File: config.mk
export PLATFORM = sky130hd
export DESIGN_NAME = network_sequencer
export DESIGN_NICKNAME = d
export VERILOG_FILES = /design/src/rtl/network_sequencer.sv
export SDC_FILE = /design/constraint.sdc
export NUM_CORES = 1
export LEC_CHECK = 0
export CAP_MARGIN = 20
export CORE_AREA = 3 3 120 122
export DETAILED_ROUTE_END_ITERATION = 8
export DIE_AREA = 0 0 123 125
export PLACE_DENSITY = 0.8
export SLEW_MARGIN = 20
export SYNTH_ARGS = -nofsm -noshare
export SYNTH_HDL_FRONTEND = slang
export SYNTH_SLANG_ARGS = --single-unit
File: constraint.sdc
create_clock -name clock -period 6.05 [get_ports clock]
set_clock_uncertainty 0.05 [all_clocks]
set_input_delay 1.21 -clock clock [delete_from_list [all_inputs] [get_ports clock]]
set_output_delay 1.21 -clock clock [all_outputs]
set_load 0.005 [all_outputs]
File: src/rtl/network_sequencer.sv
// Drives one sample at a time into a network, waits for the rising edge of its ready flag, and
// emits a result record with a per-element tolerance check against the golden output.
module network_sequencer #(
  parameter int unsigned INPUT_SZ       = 2,
  parameter int unsigned OUTPUT_SZ      = 1,
  parameter int unsigned QN             = 6,
  parameter int unsigned QM             = 11,
  parameter int unsigned BITWIDTH       = QN + QM + 1,
  parameter int unsigned TOL            = 16,
  parameter int unsigned TIMEOUT_CYCLES = 4096,
  parameter int unsigned MAX_SAMPLES    = 0
) (
  input  logic                          clock,
  input  logic                          reset,
  input  logic                          in_valid,
  output logic                          in_ready,
  input  logic [BITWIDTH*INPUT_SZ-1:0]  in_vec,
  input  logic [BITWIDTH*OUTPUT_SZ-1:0] in_golden,
  output logic [BITWIDTH*INPUT_SZ-1:0]  net_input,
  output logic                          net_newSample,
  input  logic                          net_dataReady,
  input  logic [BITWIDTH*OUTPUT_SZ-1:0] net_output,
  output logic                          out_valid,
  input  logic                          out_ready,
  output logic [BITWIDTH*OUTPUT_SZ-1:0] out_vec,
  output logic [OUTPUT_SZ-1:0]          out_mismatch,
  output logic                          out_timeout,
  output logic [15:0]                   sample_count,
  output logic [15:0]                   error_count,
  output logic                          done
);

  localparam int unsigned       TW        = $clog2(TIMEOUT_CYCLES + 1);
  localparam logic [TW-1:0]     TimerLast = TW'(TIMEOUT_CYCLES - 1);
  localparam logic [BITWIDTH:0] TolW      = (BITWIDTH + 1)'(TOL);
  localparam logic [15:0]       MaxW      = 16'(MAX_SAMPLES);

  typedef enum logic [2:0] {StIdle, StIssue, StWait, StEmit, StDone} state_e;

  state_e                        state_q, state_d;
  logic                          in_ready_q, in_ready_d;
  logic                          newsample_q, newsample_d;
  logic [BITWIDTH*INPUT_SZ-1:0]  net_input_q, net_input_d;
  logic [BITWIDTH*OUTPUT_SZ-1:0] golden_q, golden_d;
  logic                          out_valid_q, out_valid_d;
  logic [BITWIDTH*OUTPUT_SZ-1:0] out_vec_q, out_vec_d;
  logic [OUTPUT_SZ-1:0]          mismatch_q, mismatch_d;
  logic                          timeout_q, timeout_d;
  logic [15:0]                   sample_count_q, sample_count_d;
  logic [15:0]                   error_count_q, error_count_d;
  logic                          done_q, done_d;
  logic                          ready_prev_q;
  logic [TW-1:0]                 timer_q, timer_d;

  logic                          ready_rise;
  logic [15:0]                   sample_inc, error_inc;
  logic [BITWIDTH:0]             diff [OUTPUT_SZ];
  logic [BITWIDTH:0]             mag  [OUTPUT_SZ];
  logic [OUTPUT_SZ-1:0]          mism;

  // Sign-extend by one bit so the difference of two extreme values cannot wrap.
  always_comb begin
    mism = '0;
    for (int i = 0; i < OUTPUT_SZ; i++) begin
      diff[i] = {net_output[i*BITWIDTH+BITWIDTH-1], net_output[i*BITWIDTH +: BITWIDTH]} -
                {golden_q[i*BITWIDTH+BITWIDTH-1], golden_q[i*BITWIDTH +: BITWIDTH]};
      mag[i]  = diff[i][BITWIDTH] ? -diff[i] : diff[i];
      mism[i] = mag[i] > TolW;
    end
  end

  assign ready_rise = net_dataReady & ~ready_prev_q;
  assign sample_inc = (sample_count_q == 16'hFFFF) ? sample_count_q : sample_count_q + 16'd1;
  assign error_inc  = (error_count_q == 16'hFFFF) ? error_count_q : error_count_q + 16'd1;

  always_comb begin
    state_d        = state_q;
    in_ready_d     = in_ready_q;
    newsample_d    = 1'b0;
    net_input_d    = net_input_q;
    golden_d       = golden_q;
    out_valid_d    = out_valid_q;
    out_vec_d      = out_vec_q;
    mismatch_d     = mismatch_q;
    timeout_d      = timeout_q;
    sample_count_d = sample_count_q;
    error_count_d  = error_count_q;
    done_d         = done_q;
    timer_d        = timer_q;
    unique case (state_q)
      StIdle: begin
        in_ready_d = 1'b1;
        if (in_valid && in_ready_q) begin
          net_input_d = in_vec;
          golden_d    = in_golden;
          in_ready_d  = 1'b0;
          newsample_d = 1'b1;
          state_d     = StIssue;
        end
      end
      StIssue: begin
        timer_d = '0;
        state_d = StWait;
      end
      StWait: begin
        if (ready_rise) begin
          out_vec_d   = net_output;
          mismatch_d  = mism;
          timeout_d   = 1'b0;
          out_valid_d = 1'b1;
          state_d     = StEmit;
        end else if (timer_q == TimerLast) begin
          out_vec_d   = '0;
          mismatch_d  = '1;
          timeout_d   = 1'b1;
          out_valid_d = 1'b1;
          state_d     = StEmit;
        end else begin
          timer_d = timer_q + TW'(1);
        end
      end
      StEmit: begin
        if (out_valid_q && out_ready) begin
          out_valid_d    = 1'b0;
          sample_count_d = sample_inc;
          if (|mismatch_q || timeout_q) error_count_d = error_inc;
          if (MAX_SAMPLES != 0 && sample_inc == MaxW) begin
            done_d  = 1'b1;
            state_d = StDone;
          end else begin
            in_ready_d = 1'b1;
            state_d    = StIdle;
          end
        end
      end
      StDone: begin
        in_ready_d  = 1'b0;
        out_valid_d = 1'b0;
      end
      default: state_d = StIdle;
    endcase
  end

  always_ff @(posedge clock) begin
    if (reset) begin
      state_q        <= StIdle;
      in_ready_q     <= 1'b0;
      newsample_q    <= 1'b0;
      net_input_q    <= '0;
      golden_q       <= '0;
      out_valid_q    <= 1'b0;
      out_vec_q      <= '0;
      mismatch_q     <= '0;
      timeout_q      <= 1'b0;
      sample_count_q <= '0;
      error_count_q  <= '0;
      done_q         <= 1'b0;
      ready_prev_q   <= 1'b0;
      timer_q        <= '0;
    end else begin
      state_q        <= state_d;
      in_ready_q     <= in_ready_d;
      newsample_q    <= newsample_d;
      net_input_q    <= net_input_d;
      golden_q       <= golden_d;
      out_valid_q    <= out_valid_d;
      out_vec_q      <= out_vec_d;
      mismatch_q     <= mismatch_d;
      timeout_q      <= timeout_d;
      sample_count_q <= sample_count_d;
      error_count_q  <= error_count_d;
      done_q         <= done_d;
      ready_prev_q   <= net_dataReady;
      timer_q        <= timer_d;
    end
  end

  assign in_ready      = in_ready_q;
  assign net_newSample = newsample_q;
  assign net_input     = net_input_q;
  assign out_valid     = out_valid_q;
  assign out_vec       = out_vec_q;
  assign out_mismatch  = mismatch_q;
  assign out_timeout   = timeout_q;
  assign sample_count  = sample_count_q;
  assign error_count   = error_count_q;
  assign done          = done_q;

endmodule

; After elaboration in Yosys (flattened, before gate mapping)
; Cells that the tools add are included.
[word_totals]
out_inout_bits = 92
in_bits = 77
word_cells = 75
register_bits = 126
[classes]
n_addsub = 5
mux = 21
n_reduce_logical = 17
bitwise_logic = 6
magnitude_cmp = 1
eq_ne = 12
[op_table]
columns = operator, n
row1 = $mux 18, 2
row2 = $add 16x1->16 const B, 2
row3 = $eq 16x16->1 const B, 2
row4 = $mux 13, 2
row5 = $pmux 13 s2, 1
row6 = $gt 19x5->1 const B, 1
row7 = $mux 19, 1
row8 = $neg 19->19, 1
row9 = $sub 18x18->19, 1
row10 = $pmux 3 s5, 1
row11 = $add 13x1->13 const B, 1
row12 = $eq 13x12->1 const B, 1
row13 = $mux 3, 4
row14 = $reduce_and 3->1, 3
row15 = $mux 1, 8
row16 = $ne 2x2->1 const B, 4
row17 = $reduce_and 4->1, 2
row18 = $eq 3x2->1 const B, 2
row19 = $pmux 1 s3, 2
row20 = $reduce_and 2->1, 3
row21 = $reduce_bool 3->1, 2
row22 = $not 1->1, 5
row23 = $reduce_bool 2->1, 2
row24 = $eq 3x1->1 const B, 1
row25 = 7 further kinds, 8

; Longest topological paths before layout
; Gate-level depths: netlist (run 1).
[logic_depth]
ltp_word = 5
mapped_depth = 15
ltp_nobuf = 14

; Least setup slack after synthesis (run 1)
; OpenSTA, ideal clock, no wires.
[synth_path]
path_type = input -> register
from = in net_output[0]
to = reg mismatch_q (netlist: out_mismatch)
t_arrival_ps = 4001
path_stages = 14
required_ps = 5880
path_slack_ps = 1880
setup_ps = 120
path_cell_list = inv_1 ha_1 inv_1 fa_1 a21o_1 and4_1 nor2_1 a311oi_2 nor4_4 nand4_1 nor4_1 mux2i_1 nand4b_1 o31a_1
[synth_between]
elab_chain_len = 5
[synth_rtl]
columns = item, line_no
row1 = "start, declared", 22  ; input logic [BITWIDTH*OUTPUT_SZ-1:0] net_output,
row2 = $sub 18x18->19 *, 65  ; diff[i] = {net_output[i*BITWIDTH+BITWIDTH-1], net_output[i*BITWIDTH +: BITWIDTH]} -
row3 = $neg 19->19, 67  ; mag[i] = diff[i][BITWIDTH] ? -diff[i] : diff[i];
row4 = $mux 19 *, 67
row5 = $gt 19x5->1 *, 68  ; mism[i] = mag[i] > TolW;
row6 = $mux 1 *, 106  ; if (ready_rise) begin
row7 = "end signal, assigned", 168  ; mismatch_q <= mismatch_d;
row8 = "end, declared", 47  ; logic [OUTPUT_SZ-1:0] mismatch_q, mismatch_d;
; Mark *: on every way between the ends. The rest lies on a longest branch, timed or not.
; A chain may end at the register's enable or synchronous reset.

; Worst setup path after layout (run 1)
; Same ends and word-level chain as after synthesis.

==> results of run 1 <==
## per-stage QoR
stage                     power, mW  hold WS (ns)  cells  utilization (%)  cell area (um2)
final                         2.877        0.4021   1168            67.27             8944
after global routing          3.037        0.4223   1168            67.27             8944
after CTS                     2.889        0.4034   1168            67.24             8940
after detailed placement      1.836        0.3967   1138            62.68             8333
after global placement        1.820        0.3908   1138            62.68             8333
after floorplan               1.542        0.3863    832                -             6613
## routing by layer
layer / global-route usage [%] / vias up
met3: 6.911 / 18
met1: 29.05 / 2970
li1: - / 3182
met4: 6.515 / 0
met2: 40.69 / 141
met5: 0 / -
## worst min path at each step
stage,startpoint,end,slack (ns),depth (start not counted)
2_1_floorplan,golden_q[10],golden_q[10],0.39,2
3_3_place_gp,net_input[26],net_input[26],0.39,2
3_5_place_dp,net_input[3],net_input[3],0.40,2
4_1_cts,net_input[3],net_input[3],0.40,2
5_1_grt,net_input[34],net_input[34],0.42,2
6_report,net_input[24],net_input[24],0.40,2
## cell families (layout without fill, tap and decap cells)
group,Yosys count,after routing
buffers and inverters,74,234
multiplexers,9,9
flip-flops,125,125
AND/OR/NAND/NOR,372,372
adder cells (fa/ha/maj),27,27
XOR/XNOR,43,43
other,1,1
AO/OA/AOI/OAI,181,181
## tightest hold or removal path: stages (launching register included)
cell	delay [ns]
dfxtp_1	0.30
nand2_1	0.05
a21oi_1	0.05
## cell type report
type,instances,area (um2)
multi-input cells,633,3791
flip-flops and latches,125,2502
inverters,33,123.9
well taps,176,220.2
fillers,1127,4352
clock buffers,21,470.5
repair buffers,171,1699
clock inverters,9,136.4
## flip-flops by register name (all words and copies together) (netlist names), 2 cells and up
register      count
net_input        36
golden_q         18
out_vec          18
error_count      16
sample_count     16
timer_q          13
state_q           2
## layout by cell type (no fill, tap or decap), types with 4 or more instances in the layout
| cell type | instances |
|---|---|
| nand3_1 | 31 |
| clkdlybuf4s50_1 | 166 |
| nand2_1 | 168 |
| a211oi_1 | 7 |
| o21ai_0 | 12 |
| and3_1 | 11 |
| buf_4 | 5 |
| mux2i_1 | 6 |
| or3_1 | 8 |
| inv_1 | 33 |
| a21oi_2 | 4 |
| dfxtp_1 | 125 |
| nor2_1 | 71 |
| a21oi_1 | 97 |
| nand4_1 | 16 |
| nor4_1 | 4 |
| xor2_1 | 31 |
| ha_1 | 26 |
| a31oi_1 | 5 |
| nand3b_1 | 5 |
| nor2b_1 | 6 |
| nor3_1 | 15 |
| clkbuf_16 | 17 |
| xnor2_1 | 12 |
| or2_2 | 5 |
| a21o_1 | 6 |
| o211ai_1 | 5 |
## power by group through the flow
stage | logic (mW) | clock network [mW] | registers, mW
global route | 0.985 | 1.10 | 0.957
global placement | 0.860 | 0 | 0.959
CTS | 0.885 | 1.06 | 0.948
finish | 0.890 | 1.04 | 0.948
floorplan | 0.581 | 0 | 0.962
detailed placement | 0.873 | 0 | 0.964
==> Implementation_results.wiki, run 1 <==
{| class="wikitable"
! Metric !! Value
|-
| Synthesized area divided by synthesized cell count || 7.948 um2
|-
| Leakage power || 3.160 nW
|-
| Mapped Nets || 936
|-
| Worst min path class || flip-flop to flip-flop
|-
| Die H || 125 um
|-
| Simple-gate portion of the synthesized area || 26.57%
|-
| Clock transition at path regs || 0.05 ns
|-
| Final Max Tran Viols || 0
|-
| Final global-route overflow total || 0
|-
| Sequential share of power || 32.9%
|-
| Port Buffers || 167
|-
| Worst Setup Slack post-DPL || 1.176 ns
|-
| # setup viols final || 0
|-
| Synthesis-to-layout area growth || 35.25%
|-
| Proportion of register bits with asynchronous set or reset after synthesis || 0%
|-
| Count of vias placed by the detailed router || 6311
|-
| Number of instances in the synthesized netlist || 832
|-
| Yosys synthesis warning count || 0
|-
| Number of DRC markers in iteration 0 || 416
|-
| M1 wire length || 8.003 mm
|-
| I/O pin count || 169
|-
| Slew HR || 30.62%
|-
| Crit share post-route || 74.35%
|-
| Biggest fanout along the worst timing path || 5
|-
| Die W || 123 um
|-
| Highest metal layer used by the detailed router || met4
|-
| Flop-to-flop setup slack || 2.47 ns
|-
| HPWL reported at the end of detailed placement || 12.72 mm
|-
| Power per standard cell area || 321.7 nW/um2
|-
| FP Rows || 42
|-
| CP max stage cell || nor4_4
|-
| Largest vdd supply drop || 0.2036 mV
|-
| Post-route antenna net violation count || 0
|-
| Number of flip-flops and latches in the synthesized netlist || 125
|-
| Maximum cell stage delay along the critical path || 0.47 ns
|-
| Total Negative Setup Slacks || 0 ns
|-
| CTS root buf || clkbuf_16
|-
| Wire length after detailed routing || 18.21 mm
|-
| Number of different library cells in the post-synthesis netlist || 84
|-
| Net total in the final layout || 1085
|-
| Maximum frequency from static timing analysis || 0.2223 GHz
|-
| Dominant combinational cell family by area after synthesis || simple AND/OR/NAND/NOR gates
|-
| Synth area leader || dfxtp_1
|-
| Combined global-route utilization of all metal layers || 23.79%
|-
| Fraction of the mapped netlist area in adder cells || 5.222%
|-
| Category of the worst setup path launch point || input port
|-
| Combined buffer and inverter count along the critical path || 3
|-
| H-Tree Depth || 4
|-
| Depth of the worst register-to-register path || 13
|-
| Internal power || 1.960 mW
|-
| Fraction of power consumed by combinational cells || 30.9%
|-
| Actual transition at the worst max-transition pin || 1.038 ns
|-
| Number of vias per cell || 5.403
|-
| Total number of cells along the worst setup path || 15
|-
| Ordered cell list for the critical path || clkdlybuf4s50_1 -> inv_1 -> ha_1 -> inv_1 -> fa_1 -> a21o_1 -> and4_1 -> nor2_1 -> a311oi_2 -> nor4_4 -> nand4_1 -> nor4_1 -> mux2i_1 -> nand4b_1 -> o31a_1
|-
| Synth cell count leaders || nand2_1, dfxtp_1, a21oi_1
|-
| Critical R2R Capture || out_mismatch
|-
| Switching Fraction || 31.90%
|-
| Clock insertion delay at the later pin of the skew report || 0.41 ns
|-
| Fraction of the yosys area taken by sequential cells || 37.84%
|-
| Post-CTS Resized || 0
|-
| Xor and xnor fraction of the mapped netlist area || 5.695%
|-
| Critical Path AT || 4.74 ns
|-
| Clock network power share || 36.1%
|-
| Worst setup path endpoint || out_mismatch
|-
| Number of enable flip-flop cells after synthesis || 0
|-
| First-pass iteration count of the detailed router || 4
|-
| Complex-gate fraction of the synthesized area || 18.15%
|-
| Hold Violations, Final || 0
|-
| Total of max-cap violations || 0
|-
| TritonCTS clock tree || built
|-
| Wire length on met3 || 952 um
|-
| Largest net degree at the start of global routing || 73
|-
| Synthesized cell area || 6613 um2
|-
| Cell occurring most often along the worst timing path || inv_1
|-
| Post-synth top area share || 37.84%
|-
| Average detailed-routed wire length per instance || 15.59 um
|-
| Final weighted congestion in routability-driven placement || 0.8805
|-
| Worst setup path class || input port to flip-flop
|-
| Layout cells sized above 1 || 7.359%
|-
| Launch point of the worst reg-to-reg path || golden_q[0]
|-
| Critical Path End Type || flip-flop
|-
| Initial antenna violation count || 0
|-
| Total net switching power || 917.7 uW
|-
| Number of buffers inserted by hold repair at cts || 0
|-
| Outcome || complete, no violations
|-
| Kind of cell with the highest combined delay on the critical path || simple AND/OR/NAND/NOR gates
|-
| Crit. Startpoint || net_output[0]
|-
| Initial core utilization || 49.74%
|-
| Total CTS buffers || 17
|-
| Met2 wirelength from detailed routing || 9.024 mm
|-
| Buffers inserted by post-CTS timing repair || 0
|-
| Count leader, synth || nand2_1
|-
| DR DRC count || 0
|-
| Endpoint required time on the critical path || 6.30 ns
|-
| Fin crit period || 4.498 ns
|-
| Via count of the first global-routing pass || 6232
|-
| Global-route wire length before repair || 29.69 mm
|-
| Number of antenna diodes || 0
|-
| Share of cell area taken by muxes after synthesis || 1.419%
|-
| Setup repair after global routing missed its margin || no
|-
| TritonCTS sink count || 125
|-
| Maximum clock path buffer count || 2
|-
| Area contributors post-synth || dfxtp_1, nand2_1, a21oi_1
|-
| Min setup slack post-route || 1.552 ns
|-
| Total Die Area || 15380 um2
|-
| Area inside the core boundary || 13300 um2
|-
| Prevailing post-synth register cell || dfxtp_1
|}
Power figures use the tool's default switching activity.
==> inputs of run 2 (changes only) <==
--- a/config.mk
+++ b/config.mk
@@ -6,10 +6,10 @@
 export NUM_CORES = 1
 export LEC_CHECK = 0
 export CAP_MARGIN = 20
-export CORE_AREA = 3 3 120 122
+export CORE_AREA = 3 3 126 128
 export DETAILED_ROUTE_END_ITERATION = 8
-export DIE_AREA = 0 0 123 125
-export PLACE_DENSITY = 0.8
+export DIE_AREA = 0 0 129 131
+export PLACE_DENSITY = 0.76
 export SLEW_MARGIN = 20
 export SYNTH_ARGS = -nofsm -noshare
 export SYNTH_HDL_FRONTEND = slang
==> constraint.sdc (replaced) <==
create_clock -name clock -period 4 [get_ports clock]
set_clock_uncertainty 0.05 [all_clocks]
set_input_delay 0.8 -clock clock [delete_from_list [all_inputs] [get_ports clock]]
set_output_delay 0.8 -clock clock [all_outputs]
set_load 0.005 [all_outputs]
==> Implementation_results.wiki, run 2 (synthesis gave the netlist of run 1 again) <==
{| class="wikitable"
! Metric !! Value
|-
| Critical R2R Capture || out_mismatch
|-
| Leakage power || 3.445 nW
|-
| Fin crit period || 3.797 ns
|-
| TritonCTS clock tree || built
|-
| Flip-flop count of the largest register after layout || 36
|-
| Crit share post-route || 94.92%
|-
| Depth of the worst register-to-register path || 14
|-
| Number of DRC markers in iteration 0 || 334
|-
| HPWL reported at the end of detailed placement || 13.69 mm
|-
| Worst setup path endpoint || out_mismatch
|-
| Synthesis-to-layout area growth || 42.23%
|-
| Worst min path class || flip-flop to flip-flop
|-
| Number of fill cells || 1324
|-
| Average detailed-routed wire length per instance || 15.26 um
|-
| Largest vdd supply drop || 0.2953 mV
|-
| Setup repair after global routing missed its margin || no
|-
| Flop-to-flop setup slack || 0.69 ns
|-
| Final Max Tran Viols || 0
|-
| Worst Hold Depth || 2
|-
| Final Instance Area || 9405 um2
|-
| Global-route wire length before repair || 30.37 mm
|-
| Power per standard cell area || 469.6 nW/um2
|-
| Highest-count cells in the layout ignoring fill and taps || nand2_1, clkdlybuf4s50_1, dfxtp_1
|-
| Critical Path AT || 4.04 ns
|-
| Layout cells sized above 1 || 13.16%
|-
| Min setup slack post-route || 0.2032 ns
|-
| Worst Setup Slack post-DPL || -0.2048 ns
|-
| DR DRC count || 0
|-
| First-pass iteration count of the detailed router || 5
|-
| Slew HR || 40.58%
|-
| Critical Path End Type || flip-flop
|-
| Total chip power || 4.416 mW
|-
| Total CTS buffers || 17
|-
| Clock transition at path regs || 0.05 ns
|-
| Min-Delay Startpoint || net_input[17]
|-
| FP Rows || 45
|-
| Worst setup path class || input port to flip-flop
|-
| Biggest fanout along the worst timing path || 4
|-
| # setup viols final || 0
|-
| Count of vias placed by the detailed router || 6557
|-
| Launch point of the worst reg-to-reg path || golden_q[0]
|-
| Port Buffers || 167
|-
| Clock insertion delay at the later pin of the skew report || 0.41 ns
|-
| Net total in the final layout || 1148
|-
| I/O pin count || 169
|-
| Maximum frequency from static timing analysis || 0.2634 GHz
|-
| Die W || 129 um
|-
| Area inside the core boundary || 14980 um2
|-
| Die H || 131 um
|-
| TritonCTS sink count || 125
|-
| Buffers inserted by post-CTS timing repair || 0
|-
| Combined global-route utilization of all metal layers || 22.28%
|-
| Total Die Area || 16900 um2
|-
| Wire length after detailed routing || 18.99 mm
|-
| Endpoint required time on the critical path || 4.25 ns
|-
| Leading cell type in the layout, fill and taps excluded || nand2_1
|-
| Category of the worst setup path launch point || input port
|-
| Post-route antenna net violation count || 0
|-
| Outcome || complete, no violations
|-
| Actual transition at the worst max-transition pin || 0.8891 ns
|-
| H-Tree Depth || 4
|-
| Instance area at placement || 8821 um2
|-
| Via count of the first global-routing pass || 6347
|-
| Number of vias per cell || 5.271
|-
| Final global-route overflow total || 0
|-
| Final weighted congestion in routability-driven placement || 0.8504
|-
| Maximum clock path buffer count || 2
|-
| CTS root buf || clkbuf_16
|-
| Number of non-filler instances in the completed layout || 1244
|-
| Number of antenna diodes || 0
|-
| Placed cell count || 1213
|-
| Initial core utilization || 44.15%
|-
| Largest net degree at the start of global routing || 47
|-
| Total Negative Setup Slacks || 0 ns
|-
| Hold Violations, Final || 0
|-
| Initial antenna violation count || 0
|-
| Total of max-cap violations || 0
|-
| Crit. Startpoint || net_output[0]
|}
[run 2: final cells by class]
cell class / instances / area (um2) / area share, %
clock buffers: 25 / 495.5 / 5.268
clock inverters: 6 / 60.06 / 0.6386
inverters: 33 / 123.9 / 1.317
multi-input cells: 633 / 3816 / 40.57
flip-flops and latches: 125 / 2502 / 26.61
well taps: 188 / 235.2 / 2.501
repair buffers: 234 / 2172 / 23.09
[run 2: worst min-delay path by stage]
stage / endpoint / slack, ns
2_1_floorplan: golden_q[10] / 0.39
3_3_place_gp: net_input[19] / 0.39
3_5_place_dp: net_input[14] / 0.40
4_1_cts: net_input[32] / 0.40
5_1_grt: net_input[32] / 0.42
6_report: net_input[17] / 0.40
[run 2: report_power, final]
part           leakage, nW  switching (mW)  internal, mW
Clock                0.269           0.534         0.913
Combinational         2.16           0.810         0.728
Sequential            1.01          0.0673          1.36
[run 2: through the flow]
step	hold WS, ns	util, %
5_1_grt	0.4171	62.80
4_1_cts	0.4030	62.61
3_3_place_gp	0.3903	58.90
3_5_place_dp	0.3957	58.90
2_1_floorplan	0.3863	-
6_report	0.4020	62.80
[run 2: critical path: stages]
cell and delay, ns:
clkdlybuf4s50_1 0.41, inv_1 0.06, ha_1 0.16, inv_1 0.06
fa_1 0.37, a21o_1 0.21, and4_1 0.23, a211o_1 0.30
o32ai_2 0.38, nor4_4 0.08, buf_4 0.17, mux2i_1 0.14
o2bb2ai_1 0.13, o31a_1 0.14, nand4b_1 0.08, o31a_1 0.30
[run 2: repair_timing]
action	CTS	global route
hold buffers	0	0
gates resized for setup	0	5
setup endpoints to repair	0	1
[run 2: routing by layer]
metal  wire length [um]  share of wire [%]  global-route usage [%]  vias to the layer above
li1                   -                  -                       -                     3304
met4                357                1.9                   7.474                        0
met2               9448                 50                   38.66                      148
met3                868                4.6                   5.813                       25
met5                  0                  0                       0                        -
met1               8312                 44                   26.87                     3080
